`src/rtl/led_pkg.sv`:
```
// Shared definitions for the LED PWM driver: pattern mode encodings,
// breathe direction states and a counter-width helper.
package led_pkg;

    typedef enum logic [1:0] {
        LED_OFF     = 2'b00,
        LED_STEADY  = 2'b01,
        LED_BLINK   = 2'b10,
        LED_BREATHE = 2'b11
    } led_mode_e;

    typedef enum logic {
        BR_UP   = 1'b0,
        BR_DOWN = 1'b1
    } br_state_e;

    // Width of a counter spanning 0..n-1, never less than one bit.
    function automatic int unsigned cnt_width(input int unsigned n);
        return (n > 32'd1) ? $clog2(n) : 32'd1;
    endfunction

endpackage

```
`src/rtl/led_pwm_core.sv`:
```
// Prescaled PWM carrier: prescaler, period counter, boundary-loaded duty
// register and the registered compare that drives the LED pin.
module led_pwm_core
    import led_pkg::*;
#(
    parameter int PWM_BITS = 8,
    parameter int PRESCALE = 16
) (
    input  logic                clk,
    input  logic                rst_n,
    input  logic [PWM_BITS-1:0] duty,
    input  logic                load,
    output logic                boundary,
    output logic                led,
    output logic                period_start
);

    localparam int unsigned PS_W = cnt_width(PRESCALE);
    localparam logic [PS_W-1:0] PS_LAST = PS_W'(PRESCALE - 1);
    localparam logic [PWM_BITS-1:0] PWM_MAX = {PWM_BITS{1'b1}};

    logic [PS_W-1:0]     pre_cnt_r;
    logic [PWM_BITS-1:0] pwm_cnt_r;
    logic [PWM_BITS-1:0] duty_q_r;
    logic                led_r;
    logic                period_start_r;
    logic                tick_s;
    logic                boundary_s;

    assign tick_s       = (pre_cnt_r == PS_LAST);
    assign boundary_s   = tick_s && (pwm_cnt_r == PWM_MAX);
    assign boundary     = boundary_s;
    assign led          = led_r;
    assign period_start = period_start_r;

    // Counters, duty latch and output registers; duty only changes at the wrap.
    always_ff @(posedge clk) begin
        if (!rst_n) begin
            pre_cnt_r      <= '0;
            pwm_cnt_r      <= '0;
            duty_q_r       <= '0;
            led_r          <= 1'b0;
            period_start_r <= 1'b0;
        end else begin
            pre_cnt_r      <= tick_s ? '0 : pre_cnt_r + PS_W'(1);
            pwm_cnt_r      <= tick_s ? pwm_cnt_r + PWM_BITS'(1) : pwm_cnt_r;
            duty_q_r       <= load ? duty : duty_q_r;
            led_r          <= (pwm_cnt_r < duty_q_r);
            period_start_r <= boundary_s;
        end
    end

endmodule

```
`src/rtl/led_pwm_driver.sv`:
```
// LED pattern driver: OFF/STEADY/BLINK/BREATHE pattern state advanced once per
// PWM period, feeding the selected duty into the glitch-free PWM core.
module led_pwm_driver
    import led_pkg::*;
#(
    parameter int PWM_BITS      = 8,
    parameter int PRESCALE      = 16,
    parameter int BLINK_PERIODS = 64,
    parameter int BREATHE_STEP  = 4
) (
    input  logic                clk,
    input  logic                rst_n,
    input  logic [1:0]          mode,
    input  logic [PWM_BITS-1:0] brightness,
    output logic                led,
    output logic                period_start
);

    localparam int unsigned BL_W = cnt_width(BLINK_PERIODS);
    localparam int unsigned ST_W = cnt_width(BREATHE_STEP);
    localparam logic [BL_W-1:0] BL_LAST = BL_W'(BLINK_PERIODS - 1);
    localparam logic [ST_W-1:0] ST_LAST = ST_W'(BREATHE_STEP - 1);

    led_mode_e           mode_q_r, mode_q_s, mode_s;
    logic                blink_on_r, blink_on_s;
    logic [BL_W-1:0]     blink_cnt_r, blink_cnt_s;
    logic [PWM_BITS-1:0] level_r, level_s;
    br_state_e           br_state_r, br_state_s;
    logic [ST_W-1:0]     step_cnt_r, step_cnt_s;
    logic [PWM_BITS-1:0] duty_s;
    logic                boundary_s;

    assign mode_s = led_mode_e'(mode);

    // Pattern state register.
    always_ff @(posedge clk) begin
        if (!rst_n) begin
            mode_q_r    <= LED_OFF;
            blink_on_r  <= 1'b1;
            blink_cnt_r <= '0;
            level_r     <= '0;
            br_state_r  <= BR_UP;
            step_cnt_r  <= '0;
        end else begin
            mode_q_r    <= mode_q_s;
            blink_on_r  <= blink_on_s;
            blink_cnt_r <= blink_cnt_s;
            level_r     <= level_s;
            br_state_r  <= br_state_s;
            step_cnt_r  <= step_cnt_s;
        end
    end

    // Next pattern state and duty; inputs are only looked at on a period boundary.
    always_comb begin
        mode_q_s    = mode_q_r;
        blink_on_s  = blink_on_r;
        blink_cnt_s = blink_cnt_r;
        level_s     = level_r;
        br_state_s  = br_state_r;
        step_cnt_s  = step_cnt_r;
        duty_s      = '0;
        if (boundary_s) begin
            mode_q_s = mode_s;
            case (mode_s)
                LED_OFF:    duty_s = '0;
                LED_STEADY: duty_s = brightness;
                LED_BLINK: begin
                    if (mode_q_r != LED_BLINK) begin
                        blink_on_s  = 1'b1;
                        blink_cnt_s = '0;
                    end else if (blink_cnt_r == BL_LAST) begin
                        blink_cnt_s = '0;
                        blink_on_s  = !blink_on_r;
                    end else begin
                        blink_cnt_s = blink_cnt_r + BL_W'(1);
                    end
                    duty_s = blink_on_s ? brightness : '0;
                end
                LED_BREATHE: begin
                    if (mode_q_r != LED_BREATHE) begin
                        level_s    = '0;
                        br_state_s = BR_UP;
                        step_cnt_s = '0;
                    end else if (brightness == '0) begin
                        level_s    = '0;
                        br_state_s = BR_UP;
                    end else if (level_r > brightness) begin
                        // Target dropped below the current level: clamp and head down.
                        level_s    = brightness;
                        br_state_s = BR_DOWN;
                    end else if (step_cnt_r != ST_LAST) begin
                        step_cnt_s = step_cnt_r + ST_W'(1);
                    end else begin
                        step_cnt_s = '0;
                        if (br_state_r == BR_UP) begin
                            if (level_r < brightness) begin
                                level_s    = level_r + PWM_BITS'(1);
                                br_state_s = ((level_r + PWM_BITS'(1)) == brightness) ? BR_DOWN : BR_UP;
                            end else begin
                                br_state_s = BR_DOWN;
                            end
                        end else begin
                            if (level_r != '0) begin
                                level_s    = level_r - PWM_BITS'(1);
                                br_state_s = (level_r == PWM_BITS'(1)) ? BR_UP : BR_DOWN;
                            end else begin
                                br_state_s = BR_UP;
                            end
                        end
                    end
                    duty_s = level_s;
                end
                default: duty_s = '0;
            endcase
        end else begin
            duty_s = '0;
        end
    end

    led_pwm_core #(
        .PWM_BITS (PWM_BITS),
        .PRESCALE (PRESCALE)
    ) u_core (
        .clk          (clk),
        .rst_n        (rst_n),
        .duty         (duty_s),
        .load         (boundary_s),
        .boundary     (boundary_s),
        .led          (led),
        .period_start (period_start)
    );

endmodule

```
`config.mk`:
```
export PLATFORM = sky130hd
export DESIGN_NAME = led_pwm_driver
export DESIGN_NICKNAME = d
export VERILOG_FILES = /design/src/rtl/led_pkg.sv /design/src/rtl/led_pwm_core.sv /design/src/rtl/led_pwm_driver.sv
export SDC_FILE = /design/constraint.sdc
export NUM_CORES = 1
export LEC_CHECK = 0
export BUFFER_PORTS_ARGS = -buffer_cell sky130_fd_sc_hd__buf_2
export CAP_MARGIN = 20
export CORE_MARGIN = 2
export CORE_UTILIZATION = 60
export DETAILED_ROUTE_END_ITERATION = 16
export GPL_ROUTABILITY_DRIVEN = 0
export PLACE_DENSITY = 0.79
export SLEW_MARGIN = 20
export SYNTH_ARGS = -nofsm -noshare
export SYNTH_HDL_FRONTEND = slang
export SYNTH_SLANG_ARGS = --single-unit
```
`constraint.sdc`:
```
create_clock -name clk -period 3.15 [get_ports clk]
set_clock_uncertainty 0.2 [all_clocks]
set_input_delay 0.1575 -clock clk [delete_from_list [all_inputs] [get_ports clk]]
set_output_delay 0.1575 -clock clk [all_outputs]
set_load 0.02 [all_outputs]
```
# Word level (Yosys, flattened, before mapping)

Cells that the tools add are included.

Register bits after elaboration: 42
Bits in latches: 0
Memory bits (writable): 0
Bits in read-only memories: 0
Output and inout bits: 2
Word-level logic and storage cells: 73
Memories kept: 0

Add/subtract/negate cells: 6
$mul: 0
Div/mod/pow operators: 0
Order comparisons: 3
Equal/unequal tests: 14
Shift operators: 0
Muxes and demuxes: 28
Bitwise operators: 1
Reduce and logical (&&, ||, !) cells: 10

Operators with widths:

| cell                | number |
|---|---|
| $mux 8              | 8 |
| $pmux 8 s4          | 1 |
| $add 8x1->8 const B | 2 |
| $lt 8x8->1          | 2 |
| $mux 1              | 13 |
| $mux 6              | 2 |
| $ne 2x2->1 const B  | 5 |
| $eq 8x1->1 const B  | 1 |
| $eq 8x8->1          | 1 |
| $eq 8x8->1 const B  | 1 |
| $gt 8x8->1          | 1 |
| $logic_not 8->1     | 1 |
| $mux 2              | 4 |
| $reduce_bool 8->1   | 1 |
| $sub 8x1->8 const B | 1 |
| $add 6x1->6 const B | 1 |
| $eq 6x6->1 const B  | 1 |
| $add 4x1->4 const B | 1 |
| $eq 2x2->1 const B  | 2 |
| $eq 4x4->1 const B  | 1 |
| $ne 4x4->1 const B  | 1 |
| $reduce_and 2->1    | 2 |
| $reduce_and 4->1    | 1 |
| $reduce_and 3->1    | 1 |
| 7 further kinds     | 7 |

# Logic depth before layout (Yosys ltp)

Gate-level depths: netlist of run 1.

Depth in word-level cells: 9
Mapped depth: 10
Mapped depth without buffers: 9

# Cells and area by module

A second synthesis of run 1 with hierarchy kept.

Cells, all modules: 428
Area total of the unflattened synthesis: 3255.6 um^2

By module, submodules not included:

| module         | times used | cells each | area each (um^2) | seq. area each (um^2) |
|---|---|---|---|---|
| led_pwm_driver | 1          | 320        | 2228.4           | 400.4 |
| led_pwm_core   | 1          | 108        | 1027.2           | 440.4 |

# Least setup slack after synthesis of run 1

OpenSTA, ideal clock, no wires.

Kind: reg2reg
Start point: register level_r[0]
End point: register u_core.duty_q_r[1]
Setup time: 0.120 ns
Data arrival time: 2.064 ns
Data required time: 2.830 ns
Slack: 0.766 ns
Stages on the path, launching flop included: 10
Buffers on the path: 0
Clock period less this slack: 2.384 ns
Cell sequence: dfxtp_1 > inv_1 > ha_1 > nor2b_4 > o211ai_2 > a21oi_2 > nor3_1 > a221o_1 > a221oi_2 > nor2_1

Word-level cells in the longest chain between the ends: 8
Elaborated cells between the ends (all ways): 13
Classes of those cells: 2 x add/sub; 2 x order compare; 8 x mux; 1 x reduce/logical

RTL lines:

| what                                | RTL line                                    | RTL |
|---|---|---|
| start: declaration                  | led_pwm_driver.sv:27                        | `logic [PWM_BITS-1:0] level_r, level_s;` |
| start signal: assignment            | led_pwm_driver.sv:48                        | `level_r <= level_s;` |
| $add 8x1->8 (tied with other cells) | led_pwm_driver.sv:98                        | `level_s = level_r + PWM_BITS'(1);` |
| $mux 8 (on tied branches)           | led_pwm_driver.sv:97, led_pwm_driver.sv:104 |  |
| $mux 8                              | led_pwm_driver.sv:96                        | `if (br_state_r == BR_UP) begin` |
| $mux 8                              | led_pwm_driver.sv:92                        | `end else if (step_cnt_r != ST_LAST) begin` |
| $mux 8 *                            | led_pwm_driver.sv:88                        | `end else if (level_r > brightness) begin` |
| $mux 8 *                            | led_pwm_driver.sv:85                        | `end else if (brightness == '0) begin` |
| $mux 8 *                            | led_pwm_driver.sv:81                        | `if (mode_q_r != LED_BREATHE) begin` |
| $pmux 8 s4 *                        | led_pwm_driver.sv:65                        | `case (mode_s)` |
| end signal: assignment              | led_pwm_core.sv:47                          | `duty_q_r <= load ? duty : duty_q_r;` |
| end: declaration                    | led_pwm_core.sv:24                          | `logic [PWM_BITS-1:0] duty_q_r;` |

Every way passes the cells marked *; elsewhere a longest branch is shown, timed or not.
A chain may end at the register's enable or synchronous reset.

# Worst setup path in the final report of run 1

Start point: input port brightness[1]
End point: register u_core.duty_q_r[6]

Word-level cells in the longest chain between the ends: 8
Elaborated cells between the ends (all ways): 10
Classes of those cells: 2 x order compare; 7 x mux; 1 x reduce/logical

RTL lines:

| what               | RTL line             | RTL |
|---|---|---|
| start: declaration | led_pwm_driver.sv:14 | `input logic [PWM_BITS-1:0] brightness,` |
| $lt 8x8->1         | led_pwm_driver.sv:97 | `if (level_r < brightness) begin` |
| $mux 8             | led_pwm_driver.sv:97 |  |
| $mux 8             | led_pwm_driver.sv:96 |  |
| $mux 8             | led_pwm_driver.sv:92 |  |
| $mux 8             | led_pwm_driver.sv:88 |  |
| $mux 8 *           | led_pwm_driver.sv:85 |  |
| $mux 8 *           | led_pwm_driver.sv:81 |  |
| $pmux 8 s4 *       | led_pwm_driver.sv:65 |  |

Marked as above.

==> impl_metrics.csv, run 1 <==
group,metric,value,unit
sta,final.setup.tns,0,ps
grt,grt_pass1_vias,2834,
grt,grt_max_degree,26,
job,drv_cap,0,
finish,utilization,0.673,
power,irDropWorstVdd,0.318,mV
grt,antenna_found_initial,0,
route,routed_wl,7.83,mm
cts,postCtsSetupBuffers,0,
sta,layout_min_cycle_time,2790,ps
critical_path,cp_num_cells,11,
sta,worst_slew_pin_slew,770,ps
sta,setup_viol,0,
critical_path,r2r_start,"level_r[5]",
synth,yosysWarnings,0,
critical_path,worstSetupStartpointType,"primary input",
critical_path,r2r_cells,8,
critical_path,path_class,"primary input to flop",
synth,synth.distinct_cells,76,
outcome,run_status,"completed",
cts,ctsResizeCount,0,
finish,layout-drive-gt1-share,0.119,
critical_path,crit_fanout,10,
floorplan,ios,14,
placed_design,pre_cts_ws,486,ps
route,wire_per_inst,16.2,um
critical_path,end_kind,"flop",
sta,finalCritPeriodShare,0.887,
critical_path,required,3140,ps
cts,cts_tree,"yes",
critical_path,cp_top_family,"compound AO/OA/AOI/OAI gates",
grt,grt.total_usage,0.272,
route,final_antenna_net_count,0,
finish,layout.nets,447,
power,power.leakage,1.34,nW
critical_path,critPathArrivalTime,2780,ps
route,drc,0,
sta,maxSlewHeadroom,0.486,
critical_path,max_stage_delay,520,ps
finish,mostFrequentLayoutCell,"dfxtp_1",
critical_path,critPathBufInv,3,
synth,syn_nets,435,
power,power_density,300,mW/mm^2
synth,synth_area,0.00320,mm^2
finish,diodes,0,
floorplan,die_area,0.00594,mm^2
critical_path,rrSetupSlack,440,ps
cts,hold_buffers,5,
cts,clockBufferDepth,2,
route,vias,3051,
sta,finalHoldViolCount,0,
critical_path,r2r-end,"u_core.duty_q_r[6]",
floorplan,row_count,26,
synth,synth_seq_cells,42,
route,first_pass_iters,6,
critical_path,crit_chain,"dlygate4sd3_1, buf_2, inv_1, ha_1, nor2b_4, o211ai_2, a21o_1, a21boi_4, a21o_1, a222oi_1, a21oi_1",
sta,fin_ws,355,ps
critical_path,critPathCapture,"u_core.duty_q_r[6]",
synth,syn_area_per_cell,8.00,um^2
grt,overflow,0,
sta,rsz0062_at_grt,"no",
floorplan,die_w,77.1,um
cts,root_buffer,"clkbuf_8",
min_path,holdPathStages,2,
cts,cts_buffers,5,
cts,htree_levels,2,
finish,final_cell_mix,"dfxtp_1 (42), nand2_1 (35), nor2_1 (33)",
cts,clock-sinks,42,
grt,grt_pass1_wl,13.2,mm
synth,ys_seq_area_frac,0.263,
route,viasPerCell,6.32,
route,drt-initial-drc-count,291,
min_path,hold_path.class,"primary input to flop",
synth,ys.flop_type,"dfxtp_1",
cts,clk_latency,300,ps
synth,synthArstFlopShare,0,
sta,drv_slew,0,
synth,synthCells,400,
critical_path,crit_path_start,"brightness[1]",
sta,max_freq,0.358,GHz
floorplan,start_util,0.623,
synth,synth_edf_count,0,
finish,areaGrowthSynthToFinish,7.97,%
cts,path_clk_slew,80,ps
critical_path,cp_slowest_cell,"dlygate4sd3_1",
placed_design,hpwl,5.82,mm
floorplan,die_h,77.1,um
placed_design,port_buffers,13,
critical_path,crit_top_cell,"a21o_1",
floorplan,core,0.00514,mm^2
[synthesized netlist by cell type (2+ instances only)]
library cell / count / area [um^2]
a21o_1: 5 / 37.5
a211oi_2: 2 / 25.0
and2_1: 2 / 12.5
mux2i_1: 4 / 40.0
nor2_1: 33 / 124
o21ai_0: 20 / 100
a21oi_1: 28 / 140
a21boi_0: 2 / 15.0
a22oi_1: 3 / 22.5
nor2b_1: 3 / 18.8
or3_1: 4 / 25.0
inv_1: 25 / 93.8
nand4b_1: 3 / 26.3
a311o_1: 3 / 30.0
nor4_1: 3 / 18.8
nor4_2: 2 / 25.0
o211ai_1: 4 / 30.0
a31oi_1: 3 / 18.8
ha_1: 23 / 288
o221ai_1: 3 / 26.3
o2111ai_1: 2 / 17.5
dfxtp_1: 42 / 841
a32oi_1: 2 / 17.5
o31a_1: 2 / 17.5
nand2b_1: 7 / 43.8
nor3_1: 8 / 40.0
nand2_1: 35 / 131
a22o_1: 2 / 17.5
a21oi_2: 2 / 17.5
nand4_1: 10 / 62.6
o21ai_1: 6 / 30.0
nand3_1: 20 / 100
xnor2_1: 12 / 105
nor2_2: 3 / 18.8
clkbuf_1: 7 / 26.3
and3_1: 5 / 31.3
buf_2: 9 / 45.0
o311ai_0: 2 / 17.5
a221o_1: 2 / 20.0
o31ai_1: 3 / 22.5
o211a_1: 2 / 20.0
buf_6: 2 / 22.5
xor2_1: 7 / 61.3
[registers in the layout, summed over array words and instances (netlist names)]
name and count:
blink_cnt_r 6, blink_on_r 1, br_state_r 1, level_r 8, mode_q_r 2, step_cnt_r 2
u_core.duty_q_r 8, u_core.led 1, u_core.period_start 1, u_core.pre_cnt_r 4, u_core.pwm_cnt_r 8
[power breakdown]
part           switching (W)  leakage (nW)  internal (W)
registers         0.00000297         0.339      0.000534
clock network       0.000193        0.0579      0.000233
logic              0.0000468         0.944     0.0000289
total               0.000243          1.34      0.000796
[final cells by class]
class / count / area, um^2
inverter: 25 / 93.8
clock buffer: 5 / 68.8
clock inverter: 3 / 40.0
timing repair buffer: 24 / 160
fill: 469 / 1680
sequential: 42 / 841
multi-input combinational: 314 / 2170
tap: 70 / 87.6
[routing by layer]
metal / part of all wire / wire length, um / GRT usage / up-vias
met5: 0 / 0 / 0 / -
met3: 0.054 / 424 / 0.0341 / 24
met1: 0.44 / 3430 / 0.346 / 1419
met2: 0.48 / 3730 / 0.458 / 116
li1: - / - / - / 1492
met4: 0.031 / 245 / 0.127 / 0
[stage by stage]
stage	hold slack, ps	instances	cell area (um^2)	power (W)
CTS	6.08	483	3460	0.00104
finish	14.4	483	3460	0.00104
floorplan	79.2	400	3200	0.000595
global placement	253	470	3300	0.000618
detailed placement	265	470	3300	0.000619
global route	22.8	483	3460	0.00107
[kinds of logic after synthesis]
kind of cell / Yosys count / share of synthesized area
buffers and inverters: 44 / 0.0610
adders and majority gates: 23 / 0.0899
xor gates and xnor gates: 19 / 0.0520
DFF: 42 / 0.263
and+or+nand+nor: 153 / 0.260
AOI/OAI and AO/OA: 114 / 0.258
muxes: 5 / 0.0160
[worst min path at each step]
stage,end,start,slack [ps]
global route,level_r[6],brightness[6],20
floorplan,level_r[1],brightness[1],80
detailed placement,step_cnt_r[1],step_cnt_r[1],260
global placement,step_cnt_r[1],step_cnt_r[1],250
finish,level_r[6],brightness[6],10
CTS,level_r[6],brightness[6],6
No activity file was read; power rests on OpenSTA's default activity.
==> inputs of run 2 (changes only) <==
CORE_MARGIN = 4   (was 2)
==> impl_metrics.csv, run 2 (synthesis results as in run 1) <==
group,metric,value,unit
power,p_comb_frac,0.079,
finish,multiInputGateArea,0.00217,mm^2
cts,cts_buffers,5,
route,wire_per_inst,16.5,um
floorplan,ios,14,
sta,hold_ws,58.1,ps
grt,grt_max_degree,25,
cts,path_clk_slew,80,ps
floorplan,row_count,26,
finish,register_area,841,um^2
finish,n_fill_cell,452,
finish,diodes,0,
sta,worst_slew_pin_slew,623,ps
critical_path,end_kind,"flop",
sta,max_freq,0.358,GHz
cts,clk_latency,300,ps
floorplan,die_w,81.1,um
finish,mostFrequentLayoutCell,"dfxtp_1",
critical_path,critPathArrivalTime,2780,ps
critical_path,worstSetupStartpointType,"primary input",
critical_path,cp_top_family,"buffers and inverters",
floorplan,start_util,0.623,
critical_path,crit_fanout,7,
power,power.leakage,1.34,nW
grt,overflow,0,
grt,grt_pass1_vias,2912,
outcome,run_status,"completed",
critical_path,required,3130,ps
floorplan,core,0.00514,mm^2
route,vias,3126,
job,drv_cap,0,
critical_path,max_stage_delay,520,ps
power,irDropWorstVdd,0.279,mV
grt,grt.total_usage,0.262,
placed_design,hpwl,6.09,mm
critical_path,cp_slowest_cell,"dlygate4sd3_1",
sta,drv_slew,0,
grt,grt_pass1_wl,13.6,mm
cts,clockBufferDepth,2,
finish,final_cell_mix,"dfxtp_1 (42), nand2_1 (35), nor2_1 (33)",
power,power_density,282,mW/mm^2
cts,postCtsSetupBuffers,0,
route,drt-initial-drc-count,306,
finish,layout.nets,449,
route,viasPerCell,6.45,
grt,antenna_found_initial,0,
sta,rsz0062_at_grt,"no",
placed_design,port_buffers,13,
finish,layout-drive-gt1-share,0.118,
route,final_antenna_net_count,0,
cts,root_buffer,"clkbuf_8",
min_path,hold_path.class,"primary input to flop",
sta,finalHoldViolCount,0,
route,routed_wl,8.02,mm
sta,layout_min_cycle_time,2790,ps
route,drc,0,
power,p_switching,0.000233,W
cts,clock-sinks,42,
sta,maxSlewHeadroom,0.583,
power,p_sw_frac,0.239,
floorplan,die_h,81.1,um
cts,cts_tree,"yes",
power,p_seq_frac,0.551,
sta,finalCritPeriodShare,0.887,
sta,final.setup.tns,0,ps
finish,top_regs,"level_r (8), u_core.duty_q_r (8), u_core.pwm_cnt_r (8)",
route,first_pass_iters,6,
cts,htree_levels,2,
finish,areaGrowthSynthToFinish,7.97,%
floorplan,die_area,0.00657,mm^2
critical_path,critPathBufInv,3,
critical_path,path_class,"primary input to flop",
power,power.internal,0.000741,W
critical_path,crit_chain,"dlygate4sd3_1, buf_2, inv_1, ha_1, nor2b_4, o211ai_2, a21oi_2, nor4_2, mux2_1, o221ai_1, a21oi_1",
power,clkPwrFrac,0.369,
sta,setup_viol,0,
run 2: cell types whose count changed in the layout (fill, tap and decap cells not counted):
cell           delta
clkbuf_1          +1
dlygate4sd3_1     +1
clkbuf_8          +1
buf_4             +1
clkinv_2          -1
bufinv_16         -1
run 2: final cells by class:
cell class,count,share of cell area
multi-input cells,314,0.626
inverters,25,0.0271
repair buffers,26,0.0514
clock inverters,1,0.00145
well taps,70,0.0253
clock buffers,7,0.0250
flip-flops and latches,42,0.243
run 2: metrics by stage:
stage	area (um^2)	utilization	power, W	setup WS [ps]	instances
6_report	3460	0.673	0.000974	355	485
5_1_grt	3460	0.673	0.00101	179	485
4_1_cts	3460	0.673	0.000984	390	485
3_5_place_dp	3310	0.643	0.000620	449	471
3_3_place_gp	3310	0.643	0.000618	560	471
2_1_floorplan	3200	-	0.000595	766	400
run 2: power groups by stage:
stage          Sequential, W  Clock [W]  Combinational (W)
3_3_place_gp        0.000549          0          0.0000689
2_1_floorplan       0.000548          0          0.0000461
4_1_cts             0.000537   0.000371          0.0000764
6_report            0.000537   0.000360          0.0000774
5_1_grt             0.000537   0.000392          0.0000849
3_5_place_dp        0.000549          0          0.0000705
run 2: worst min-delay path, stage by stage:
cell	delay, ps
buf_2	150
a21oi_1	130
a21oi_1	60
run 2: path summary, 6_finish.rpt:
path / from / endpoint / slack, ps / cells past startpoint
setup / recovery: brightness[1] / u_core.duty_q_r[7] / 360 / 11
hold / removal: brightness[2] / u_core.duty_q_r[2] / 60 / 3
setup reg to reg: level_r[5] / u_core.duty_q_r[7] / 420 / 7
hold reg to reg: step_cnt_r[1] / step_cnt_r[1] / 280 / 2
run 2: timing repair:
| action | in CTS | in global routing |
|---|---|---|
| hold buffers | 6 | 0 |
| resized for setup | 0 | 0 |
| hold endpoints to repair | 6 | 0 |
run 2: per-layer routing:
layer | vias up | global-route usage | part of all wire
met4 | 0 | 0.0895 | 0.040
met5 | - | 0 | 0
met3 | 41 | 0.0443 | 0.070
li1 | 1498 | - | -
met1 | 1422 | 0.329 | 0.42
met2 | 165 | 0.452 | 0.47
